<file path="src/rtl/ann_pkg.sv">
// rtl/ann_pkg.sv - shared ANN select encodings, layer sizes and loader state type
package ann_pkg;

    localparam int IMAGE_SIZE   = 64;
    localparam int FIRST_LAYER  = 16;
    localparam int SECOND_LAYER = 8;
    localparam int THIRD_LAYER  = 10;

    localparam int DATA_WIDTH   = 16;
    localparam int ADDR_WIDTH   = 16;
    localparam int CNT_WIDTH    = 11;

    localparam logic [15:0] IMAGE_BASE = 16'h0000;
    localparam logic [15:0] W1_BASE    = 16'h0040;
    localparam logic [15:0] W2_BASE    = 16'h0440;
    localparam logic [15:0] W3_BASE    = 16'h04C0;

    localparam logic [1:0] SEL_W1    = 2'b00;
    localparam logic [1:0] SEL_W2    = 2'b01;
    localparam logic [1:0] SEL_W3    = 2'b10;
    localparam logic [1:0] SEL_IMAGE = 2'b11;

    typedef enum logic [2:0] {
        IDLE,
        ISSUE,
        WAIT_DATA,
        WRITE,
        DONE
    } loader_state_t;

endpackage

</file>
<file path="src/rtl/ann_block_lut.sv">
// rtl/ann_block_lut.sv - maps a coefficient block select to its SRAM base and word count
//
// Ports:
//   i_sel   - block select (SEL_W1/SEL_W2/SEL_W3/SEL_IMAGE)
//   o_base  - SRAM word address of the first word of the block
//   o_count - number of words in the block
module ann_block_lut
    import ann_pkg::*;
#(
    parameter int                    ADDR_WIDTH = ann_pkg::ADDR_WIDTH,
    parameter logic [ADDR_WIDTH-1:0] IMAGE_BASE = ADDR_WIDTH'(ann_pkg::IMAGE_BASE),
    parameter logic [ADDR_WIDTH-1:0] W1_BASE    = ADDR_WIDTH'(ann_pkg::W1_BASE),
    parameter logic [ADDR_WIDTH-1:0] W2_BASE    = ADDR_WIDTH'(ann_pkg::W2_BASE),
    parameter logic [ADDR_WIDTH-1:0] W3_BASE    = ADDR_WIDTH'(ann_pkg::W3_BASE)
) (
    input  logic [1:0]            i_sel,
    output logic [ADDR_WIDTH-1:0] o_base,
    output logic [CNT_WIDTH-1:0]  o_count
);

    localparam logic [CNT_WIDTH-1:0] CNT_W1    = CNT_WIDTH'(IMAGE_SIZE * FIRST_LAYER);
    localparam logic [CNT_WIDTH-1:0] CNT_W2    = CNT_WIDTH'(FIRST_LAYER * SECOND_LAYER);
    localparam logic [CNT_WIDTH-1:0] CNT_W3    = CNT_WIDTH'(SECOND_LAYER * THIRD_LAYER);
    localparam logic [CNT_WIDTH-1:0] CNT_IMAGE = CNT_WIDTH'(IMAGE_SIZE);

    always_comb begin
        o_base  = IMAGE_BASE;
        o_count = CNT_IMAGE;
        case (i_sel)
            SEL_W1: begin
                o_base  = W1_BASE;
                o_count = CNT_W1;
            end
            SEL_W2: begin
                o_base  = W2_BASE;
                o_count = CNT_W2;
            end
            SEL_W3: begin
                o_base  = W3_BASE;
                o_count = CNT_W3;
            end
            default: begin
                o_base  = IMAGE_BASE;
                o_count = CNT_IMAGE;
            end
        endcase
    end

endmodule

</file>
<file path="src/rtl/ann_coef_loader.sv">
// rtl/ann_coef_loader.sv - copies one selected coefficient/image block from SRAM into the ANN buffer
//
// Ports:
//   clk, n_rst            - clock, asynchronous active-low reset
//   request_coef          - one-cycle load request (accepted only in IDLE)
//   coef_select           - block select, latched on an accepted request
//   sram_read_en          - one-cycle read strobe per word
//   sram_addr             - SRAM word address, held until the data returns
//   sram_rdata/rvalid     - SRAM read return (rvalid honoured only while waiting)
//   coef_wr_en            - buffer write strobe
//   coef_addr/coef_data   - buffer index and word
//   coef_dest             - latched select qualifying coef_wr_en
//   image_weights_loaded  - one-cycle completion pulse
//   busy                  - high whenever a transfer is in progress
module ann_coef_loader
    import ann_pkg::*;
#(
    parameter int                    DATA_WIDTH = ann_pkg::DATA_WIDTH,
    parameter int                    ADDR_WIDTH = ann_pkg::ADDR_WIDTH,
    parameter logic [ADDR_WIDTH-1:0] IMAGE_BASE = ADDR_WIDTH'(ann_pkg::IMAGE_BASE),
    parameter logic [ADDR_WIDTH-1:0] W1_BASE    = ADDR_WIDTH'(ann_pkg::W1_BASE),
    parameter logic [ADDR_WIDTH-1:0] W2_BASE    = ADDR_WIDTH'(ann_pkg::W2_BASE),
    parameter logic [ADDR_WIDTH-1:0] W3_BASE    = ADDR_WIDTH'(ann_pkg::W3_BASE)
) (
    input  logic                  clk,
    input  logic                  n_rst,
    input  logic                  request_coef,
    input  logic [1:0]            coef_select,
    output logic                  sram_read_en,
    output logic [ADDR_WIDTH-1:0] sram_addr,
    input  logic [DATA_WIDTH-1:0] sram_rdata,
    input  logic                  sram_rvalid,
    output logic                  coef_wr_en,
    output logic [10:0]           coef_addr,
    output logic [DATA_WIDTH-1:0] coef_data,
    output logic [1:0]            coef_dest,
    output logic                  image_weights_loaded,
    output logic                  busy
);

    loader_state_t r_state;
    loader_state_t w_state_next;

    logic [1:0]            r_sel;
    logic [CNT_WIDTH-1:0]  r_cnt;
    logic [DATA_WIDTH-1:0] r_data;

    logic [ADDR_WIDTH-1:0] w_base;
    logic [CNT_WIDTH-1:0]  w_count;
    logic                  w_last;

    // Driven from the latched select so the block geometry cannot change mid-transfer.
    ann_block_lut #(
        .ADDR_WIDTH (ADDR_WIDTH),
        .IMAGE_BASE (IMAGE_BASE),
        .W1_BASE    (W1_BASE),
        .W2_BASE    (W2_BASE),
        .W3_BASE    (W3_BASE)
    ) u_lut (
        .i_sel   (r_sel),
        .o_base  (w_base),
        .o_count (w_count)
    );

    assign w_last = (r_cnt == (w_count - CNT_WIDTH'(1)));

    always_ff @(posedge clk or negedge n_rst) begin
        if (!n_rst) begin
            r_state <= IDLE;
        end else begin
            r_state <= w_state_next;
        end
    end

    always_comb begin
        w_state_next = r_state;
        case (r_state)
            IDLE:      if (request_coef) w_state_next = ISSUE;
            ISSUE:     w_state_next = WAIT_DATA;
            WAIT_DATA: if (sram_rvalid) w_state_next = WRITE;
            WRITE:     w_state_next = w_last ? DONE : ISSUE;
            DONE:      w_state_next = IDLE;
            default:   w_state_next = IDLE;
        endcase
    end

    always_ff @(posedge clk or negedge n_rst) begin
        if (!n_rst) begin
            r_sel  <= '0;
            r_cnt  <= '0;
            r_data <= '0;
        end else begin
            case (r_state)
                IDLE: begin
                    if (request_coef) begin
                        r_sel <= coef_select;
                        r_cnt <= '0;
                    end
                end
                WAIT_DATA: begin
                    if (sram_rvalid) r_data <= sram_rdata;
                end
                WRITE: begin
                    // The counter stops on the last index so coef_addr never wraps.
                    if (!w_last) r_cnt <= r_cnt + CNT_WIDTH'(1);
                end
                default: ;
            endcase
        end
    end

    assign sram_read_en         = (r_state == ISSUE);
    assign sram_addr            = ((r_state == ISSUE) || (r_state == WAIT_DATA))
                                  ? (w_base + ADDR_WIDTH'(r_cnt)) : '0;
    assign coef_wr_en           = (r_state == WRITE);
    assign coef_addr            = r_cnt;
    assign coef_data            = r_data;
    assign coef_dest            = r_sel;
    assign image_weights_loaded = (r_state == DONE);
    assign busy                 = (r_state != IDLE);

endmodule

</file>
<file path="config.mk">
export PLATFORM = sky130hd
export DESIGN_NAME = ann_coef_loader
export DESIGN_NICKNAME = d
export VERILOG_FILES = /design/src/rtl/ann_pkg.sv /design/src/rtl/ann_block_lut.sv /design/src/rtl/ann_coef_loader.sv
export SDC_FILE = /design/constraint.sdc
export NUM_CORES = 1
export LEC_CHECK = 0
export CAP_MARGIN = 20
export CORE_UTILIZATION = 40
export CTS_CLUSTER_SIZE = 14
export DETAILED_ROUTE_END_ITERATION = 10
export GPL_TIMING_DRIVEN = 0
export PLACE_DENSITY = 0.78
export SLEW_MARGIN = 20
export SYNTH_ARGS = -nofsm -noshare
export SYNTH_HDL_FRONTEND = slang
export SYNTH_SLANG_ARGS = --single-unit
</file>
<file path="constraint.sdc">
create_clock -name clk -period 2.5 [get_ports clk]
set_input_delay 0.75 -clock clk [delete_from_list [all_inputs] [get_ports clk]]
set_output_delay 0.75 -clock clk [all_outputs]
set_load 0.02 [all_outputs]
</file>
=== After elaboration in Yosys (flattened, before gate mapping) ===
Index checks and enable logic that the tools add are counted.

* Register bits: 32
* Output and inout bits: 49

* Add/subtract/negate cells: 3
* Equality and inequality tests: 10
* Muxes and demuxes: 10
* Reduce and logical (&&, ||, !) cells: 9

{| class="wikitable"
|+ Operators with widths
! kind !! number
|-
| one-hot mux 11 bit (3 select lines) || 2
|-
| two-way mux 11 bit || 2
|-
| one-hot mux 11 bit (2 select lines) || 1
|-
| adder 16 x 11 -> 16 bit || 1
|-
| two-way mux 16 bit || 1
|-
| one-hot mux 3 bit (4 select lines) || 1
|-
| adder 11 x 1 -> 11 bit (second input constant) || 1
|-
| equality test 11 bit || 1
|-
| subtractor 11 x 1 -> 11 bit (second input constant) || 1
|-
| two-way mux 3 bit || 3
|-
| equality test 3 x 2 -> 1 bit (second input constant) || 2
|-
| inequality test 2 bit (second input constant) || 3
|-
| AND reduction 2 bit || 3
|-
| equality test 3 x 1 -> 1 bit (second input constant) || 1
|-
| equality test 3 bit (second input constant) || 1
|-
| zero test 3 bit || 1
|-
| AND reduction 3 bit || 1
|-
| nonzero test 3 bit || 1
|-
| equality test 2 x 1 -> 1 bit (second input constant) || 1
|-
| equality test 2 bit (second input constant) || 1
|-
| zero test 2 bit || 1
|-
| nonzero test 2 bit || 1
|-
| logical OR 1 bit || 1
|}

=== Logic depth before layout (Yosys ltp) ===
* Depth after elaboration: 6
* Mapped depth: 7

=== By module ===
From an unflattened synthesis, not the netlist that was laid out.

* Cell total of the unflattened synthesis: 291
* Area, all modules: 2641.3 um^2

{| class="wikitable"
|+ By module, submodules not included
! module !! instances !! cells each !! area an instance (um^2) !! seq. area each (um^2)
|-
| ann_coef_loader || 1 || 261 || 2412.3 || 800.8
|-
| ann_block_lut || 1 || 30 || 229.0 || 0.0
|}

=== Worst setup path after synthesis ===
OpenSTA, ideal clock, no wires.

* Path type: register to register
* From: register r_sel[0], in the netlist coef_dest[0]
* To: register r_cnt[6], in the netlist coef_addr[6]
* Library setup time: 0.126 ns
* Data arrival time: 2.504 ns
* Required time: 2.374 ns
* Setup slack: -0.130 ns
* Cell stages (with the launch flop): 8
* Buffers on the path: 0
* Cell sequence: dfrtp_1 inv_1 ha_1 or4_1 a211o_1 a2111oi_4 nor2_4 a221o_1

* Word-level cells in the longest chain between the ends: 6
* Elaborated cells between the ends (all ways): 8
* Classes of those cells: 1 x add/sub; 4 x eq/ne; 1 x mux; 2 x reduce/logical

{| class="wikitable"
|+ RTL lines
! element !! line !! text
|-
| start: declaration || ann_coef_loader.sv:44 || <nowiki>logic [1:0] r_sel;</nowiki>
|-
| start signal: assignment || ann_coef_loader.sv:96 || <nowiki>r_sel <= coef_select;</nowiki>
|-
| equality test 2 bit, or another cell as far along || ann_block_lut.sv:29 || <nowiki>case (i_sel)</nowiki>
|-
| one-hot mux 11 bit (3 select lines) * || ann_block_lut.sv:29 ||
|-
| subtractor 11 x 1 -> 11 bit * || ann_coef_loader.sv:65 || <nowiki>assign w_last = (r_cnt == (w_count - CNT_WIDTH'(1)));</nowiki>
|-
| equality test 11 bit * || ann_coef_loader.sv:65 ||
|-
| inequality test 2 bit (no line) * || -- ||
|-
| AND reduction 3 bit (no line) * || -- ||
|-
| end signal: assignment || ann_coef_loader.sv:105 || <nowiki>if (!w_last) r_cnt <= r_cnt + CNT_WIDTH'(1);</nowiki>
|-
| end: declaration || ann_coef_loader.sv:45 || <nowiki>logic [CNT_WIDTH-1:0] r_cnt;</nowiki>
|}

Mark *: on every way between the ends. The rest lies on a longest branch, timed or not.
A chain may end at the register's enable or synchronous reset.

=== Final worst setup path ===
* From: register r_sel[0], in the netlist coef_dest[0]
* To: output port sram_addr[9]

* Word-level cells in the longest chain between the ends: 4
* Elaborated cells between the ends (all ways): 6
* Classes of those cells: 1 x add/sub; 2 x eq/ne; 2 x mux; 1 x reduce/logical

{| class="wikitable"
|+ RTL lines
! element !! line !! text
|-
| equality test 2 bit, or another cell as far along || ann_block_lut.sv:29 ||
|-
| one-hot mux 11 bit (3 select lines) * || ann_block_lut.sv:29 ||
|-
| adder 16 x 11 -> 16 bit * || ann_coef_loader.sv:114 || <nowiki>? (w_base + ADDR_WIDTH'(r_cnt)) : '0;</nowiki>
|-
| two-way mux 16 bit * || ann_coef_loader.sv:114 ||
|-
| end: declaration || ann_coef_loader.sv:30 || <nowiki>output logic [ADDR_WIDTH-1:0] sram_addr,</nowiki>
|}

Marked as above.

==> impl.org <==
** Status
- Result of the run :: complete, but fails checks
- Violations in the final reports :: setup timing

** Critical path
- Arrival time of data at the critical path endpoint :: 1970 ps
- The critical path in this run is classified as register to output pin.
- Critical Path, Cell by Cell :: inv_4 -> ha_4 -> ha_4 -> a21oi_1 -> nor2b_1 -> buf_4 -> xnor2_1 -> nor2_1 -> buf_4
- Register-to-register setup slack :: -30 ps
- FF-to-FF path depth :: 7
- Data on the critical path is required at its endpoint by 1750 ps.
- Cell at the slowest stage of the critical path :: sky130_fd_sc_hd__dfrtp_2
- CP max stage delay :: 440 ps
- Maximum fanout count along the critical path :: 4
- The worst setup path is captured at an output pin.
- Startpoint types :: register

** Final layout
- The finished cells cover 2880 sq um.
- Total Nets Final :: 293
- Count of filler cells inserted in the layout :: 359
- Antenna diodes :: 0
- Seq. cell area :: 807 sq um
- In the layout the commonest cells are sky130_fd_sc_hd__clkdlybuf4s50_1, sky130_fd_sc_hd__dfrtp_1, sky130_fd_sc_hd__buf_4.
- From synthesis to final layout, the design area changed by 56.1%.
- Most common cell after layout, fill and taps aside :: sky130_fd_sc_hd__clkdlybuf4s50_1
- Layout cells sized above 1 :: 31.2%
- Area of combinational cells with multiple inputs :: 1080 sq um

** Drt
- Number of DRC markers after the initial detailed-route iteration :: 68
- Wire per inst :: 15.4 microns
- The count of nets left with antenna violations once routing finished came out at 0.
- The pre-antenna-repair detailed-routing pass consisted of 4 iterations.
- Wires add up to 4850 microns.
- After detailed routing, the number of vias per cell comes to 5.28.
- Detailed routing inserted a total of 1662 vias.
- Post-detailed-route DRC marker count :: 0

** Power
- The completed layout was analyzed and its total power is 3380 uW.
- Power share of the clock group :: 14.6%
- In this run the power spent charging and discharging nets is 1420 uW.
- Leakage :: 0.00126 uW
- Per report_power, the sequential group accounts for 26.4% of the total.
- Of the total power, combinational logic draws 59.0%.
- Across the VDD grid, the largest voltage drop is 0.561 mV.
- Net switching is 42.0% of the power.
- The internal portion of the total power is 1960 uW.
- Dividing total power by cell area gives a power density of 1170 nW/um^2.

** Placed design
- Port Buf Inserts :: 66
- Area of placed instances :: 2620 sq um
- Summed over all nets, the half-perimeter wirelength after detailed placement is 3220 microns.
- Final GP Congestion :: 0.861
- Setup Slack @ Placement :: -431 ps

** Logic synthesis
- Part of the Yosys area used for sequential elements :: 43.3%
- Summed instance area of the synthesized netlist :: 1850 sq um
- Syn_area_per_cell :: 10.6 sq um
- After synthesis, the netlist uses 43 different library cells.
- Synthesis produced 174 cells.
- After synthesis the netlist holds a flip-flop and latch count of 32.
- The Yosys step of the flow raised 0 warnings.

** Timing
- Final hold viol count :: 0
- Final setup violating endpoints :: 13
- Unrepaired setup endpoints after global routing :: true
- In the final timing run, aggregate negative setup slack is -831 ps.
- Normalized max-slew margin :: 39.7%
- Transition at the pin with the smallest max-transition slack :: 903 ps
- Final worst path period share :: 109%
- Clock skew on the completed layout was measured at 2.65 ps.
- For this run, the top clock speed supported by timing is 367 MHz.
- The number of pins exceeding their max-slew limit in the final report is 0.
- After layout, the worst setup slack is -225 ps.
- On the final layout, the worst hold slack is 316 ps.
- Post-layout min period :: 2720 ps

** Global route
- The number of global-route vias before repair came to 1730.
- Global-route wire length before repair :: 8180 microns
- Largest net degree at the start of global routing :: 25
- The number of antenna violations at the first check in global routing is 0.
- Overall global routing resource usage :: 20.9%
- Global-route congestion overflow total :: 0

** Min path
- The worst hold path belongs to the class input port to asynchronous set/reset pin.

** Clock network
- Clock tree synthesis inserted a total of 5 buffers.
- Clock tree buffer depth :: 2
- Number of H-tree branching levels :: 2
- Worst-path clk slew :: 70 ps
- The clock reaches the later pin of the worst-skew pair after 290 ps.
- Number of buffers inserted by hold repair at cts :: 0
- Clock tree synthesis found a total of 32 sinks.
- TritonCTS built the clock tree.
- The cell sitting at the root of the clock tree is a sky130_fd_sc_hd__clkbuf_8.

** Floorplan
- The floorplan step set the die height to 70.0 microns.
- Overall die area :: 4900 sq um
- Row generation in the floorplan step produced 24 rows.
- Die Width :: 70.0 microns
- The core region is 4380 sq um.
- 71 I/O pins were placed.
- Starting utilization of the core area :: 42.2%

** Flow run
- Total of max-cap violations :: 0
==> final cells by class <==
class                      count  share of cell area, %
timing repair inverter         1                  0.260
clock buffer                   6                   2.52
timing repair buffer          78                   25.0
inverter                       7                   1.21
tap                           52                   2.26
multi-input combinational    128                   37.5
sequential                    32                   28.0
clock inverter                 2                   1.21
buffer                         9                   2.08
==> per-stage QoR <==
stage | instances | util (%)
2_1_floorplan | 177 | -
3_3_place_gp | 295 | 59.3
3_5_place_dp | 296 | 59.6
4_1_cts | 308 | 63.5
5_1_grt | 315 | 65.8
6_report | 315 | 65.8
==> layer usage <==
layer	vias to the layer above	share of wire, %	wire length, microns	global-route usage, %
li1	795	-	-	-
met1	809	44	2120	26.6
met2	47	49	2390	33.5
met3	11	5.0	243	4.47
met4	0	2.1	102	10.7
met5	-	0	0	0
==> timing repair <==
action,CTS,global route
pin swaps,5,11
buffers inserted,4,7
resized for setup,59,17
cloned,2,0
setup endpoints to repair,36,32
==> synth_stat cells <==
master,n,area (sq um)
sky130_fd_sc_hd__buf_2,1,5.00
sky130_fd_sc_hd__clkinv_1,1,3.75
sky130_fd_sc_hd__buf_6,1,11.3
sky130_fd_sc_hd__a211oi_1,1,7.51
sky130_fd_sc_hd__nand3b_1,1,7.51
sky130_fd_sc_hd__inv_1,6,22.5
sky130_fd_sc_hd__nor2b_1,3,18.8
sky130_fd_sc_hd__nand3_1,10,50.1
sky130_fd_sc_hd__nor4bb_1,1,10.0
sky130_fd_sc_hd__xor2_1,3,26.3
sky130_fd_sc_hd__nand2b_1,2,12.5
sky130_fd_sc_hd__or4_1,1,7.51
sky130_fd_sc_hd__a31oi_1,1,6.26
sky130_fd_sc_hd__and2_2,1,7.51
sky130_fd_sc_hd__ha_1,8,100
sky130_fd_sc_hd__clkbuf_1,4,15.0
sky130_fd_sc_hd__buf_4,4,30.0
sky130_fd_sc_hd__a221o_1,5,50.1
sky130_fd_sc_hd__nand4_1,2,12.5
sky130_fd_sc_hd__and2_1,12,75.1
sky130_fd_sc_hd__mux2_2,17,191
sky130_fd_sc_hd__dfrtp_1,32,801
sky130_fd_sc_hd__a21oi_4,1,16.3
sky130_fd_sc_hd__a2111o_1,1,11.3
sky130_fd_sc_hd__a2111oi_4,1,27.5
sky130_fd_sc_hd__nor2_1,14,52.6
sky130_fd_sc_hd__or3_1,1,6.26
sky130_fd_sc_hd__fa_1,1,20.0
sky130_fd_sc_hd__a22o_1,1,8.76
sky130_fd_sc_hd__xnor2_1,2,17.5
sky130_fd_sc_hd__nand2_1,6,22.5
sky130_fd_sc_hd__a21oi_1,3,15.0
sky130_fd_sc_hd__nor3b_1,4,30.0
sky130_fd_sc_hd__nor2_4,1,11.3
sky130_fd_sc_hd__a211o_1,5,43.8
sky130_fd_sc_hd__nor3_1,4,20.0
sky130_fd_sc_hd__o21ai_0,4,20.0
sky130_fd_sc_hd__conb_1,1,3.75
sky130_fd_sc_hd__nor4b_1,2,17.5
sky130_fd_sc_hd__and3_1,2,12.5
sky130_fd_sc_hd__mux2i_1,1,10.0
sky130_fd_sc_hd__nor4_1,1,6.26
sky130_fd_sc_hd__buf_1,1,3.75
==> power groups by stage <==
stage	registers [uW]	clock network, uW	logic, uW
6_report	891	492	1990
2_1_floorplan	1040	0	813
3_5_place_dp	842	0	1780
4_1_cts	881	495	1840
3_3_place_gp	834	0	1760
5_1_grt	926	517	2130
==> state kept, by name, summed over array words and instances (netlist names) <==
| register | count |
|---|---|
| r_state | 3 |
| coef_dest | 2 |
| coef_data | 16 |
| coef_addr | 11 |
==> worst max-delay path, delay by kind of cell (launching register included) <==
kind            cells  cell delay (ps)
buf+inv             3              390
flops               1              440
xor+xnor            1              120
simple gates        2              210
fa+ha+maj           2              350
compound gates      1              170
==> final timing paths <==
check                                     startpoint                         to
max                         coef_dest[0]$_DFFE_PN0P_               sram_addr[9]
min                                            n_rst   coef_addr[8]$_DFFE_PN0P_
max reg2reg                 coef_dest[1]$_DFFE_PN0P_  coef_addr[10]$_DFFE_PN0P_
min reg2reg                coef_data[14]$_DFFE_PN0P_  coef_data[14]$_DFFE_PN0P_
max in group asynchronous                      n_rst     r_state[0]$_DFFE_PN0P_
min in group clk           coef_data[14]$_DFFE_PN0P_  coef_data[14]$_DFFE_PN0P_
==> logic make-up (layout without fill, tap and decap cells) <==
logic type,count (synthesis),in the layout,share of synthesized area [%]
DFF,32,32,43.3
and+or+nand+nor,68,68,20.6
muxes,18,18,10.9
xor gates and xnor gates,5,5,2.37
adders and majority gates,9,9,6.50
other,1,4,0.203
AOI/OAI and AO/OA,23,24,11.2
buffers and inverters,18,103,4.94
Note: power is estimated with default switching activity, not from simulation.
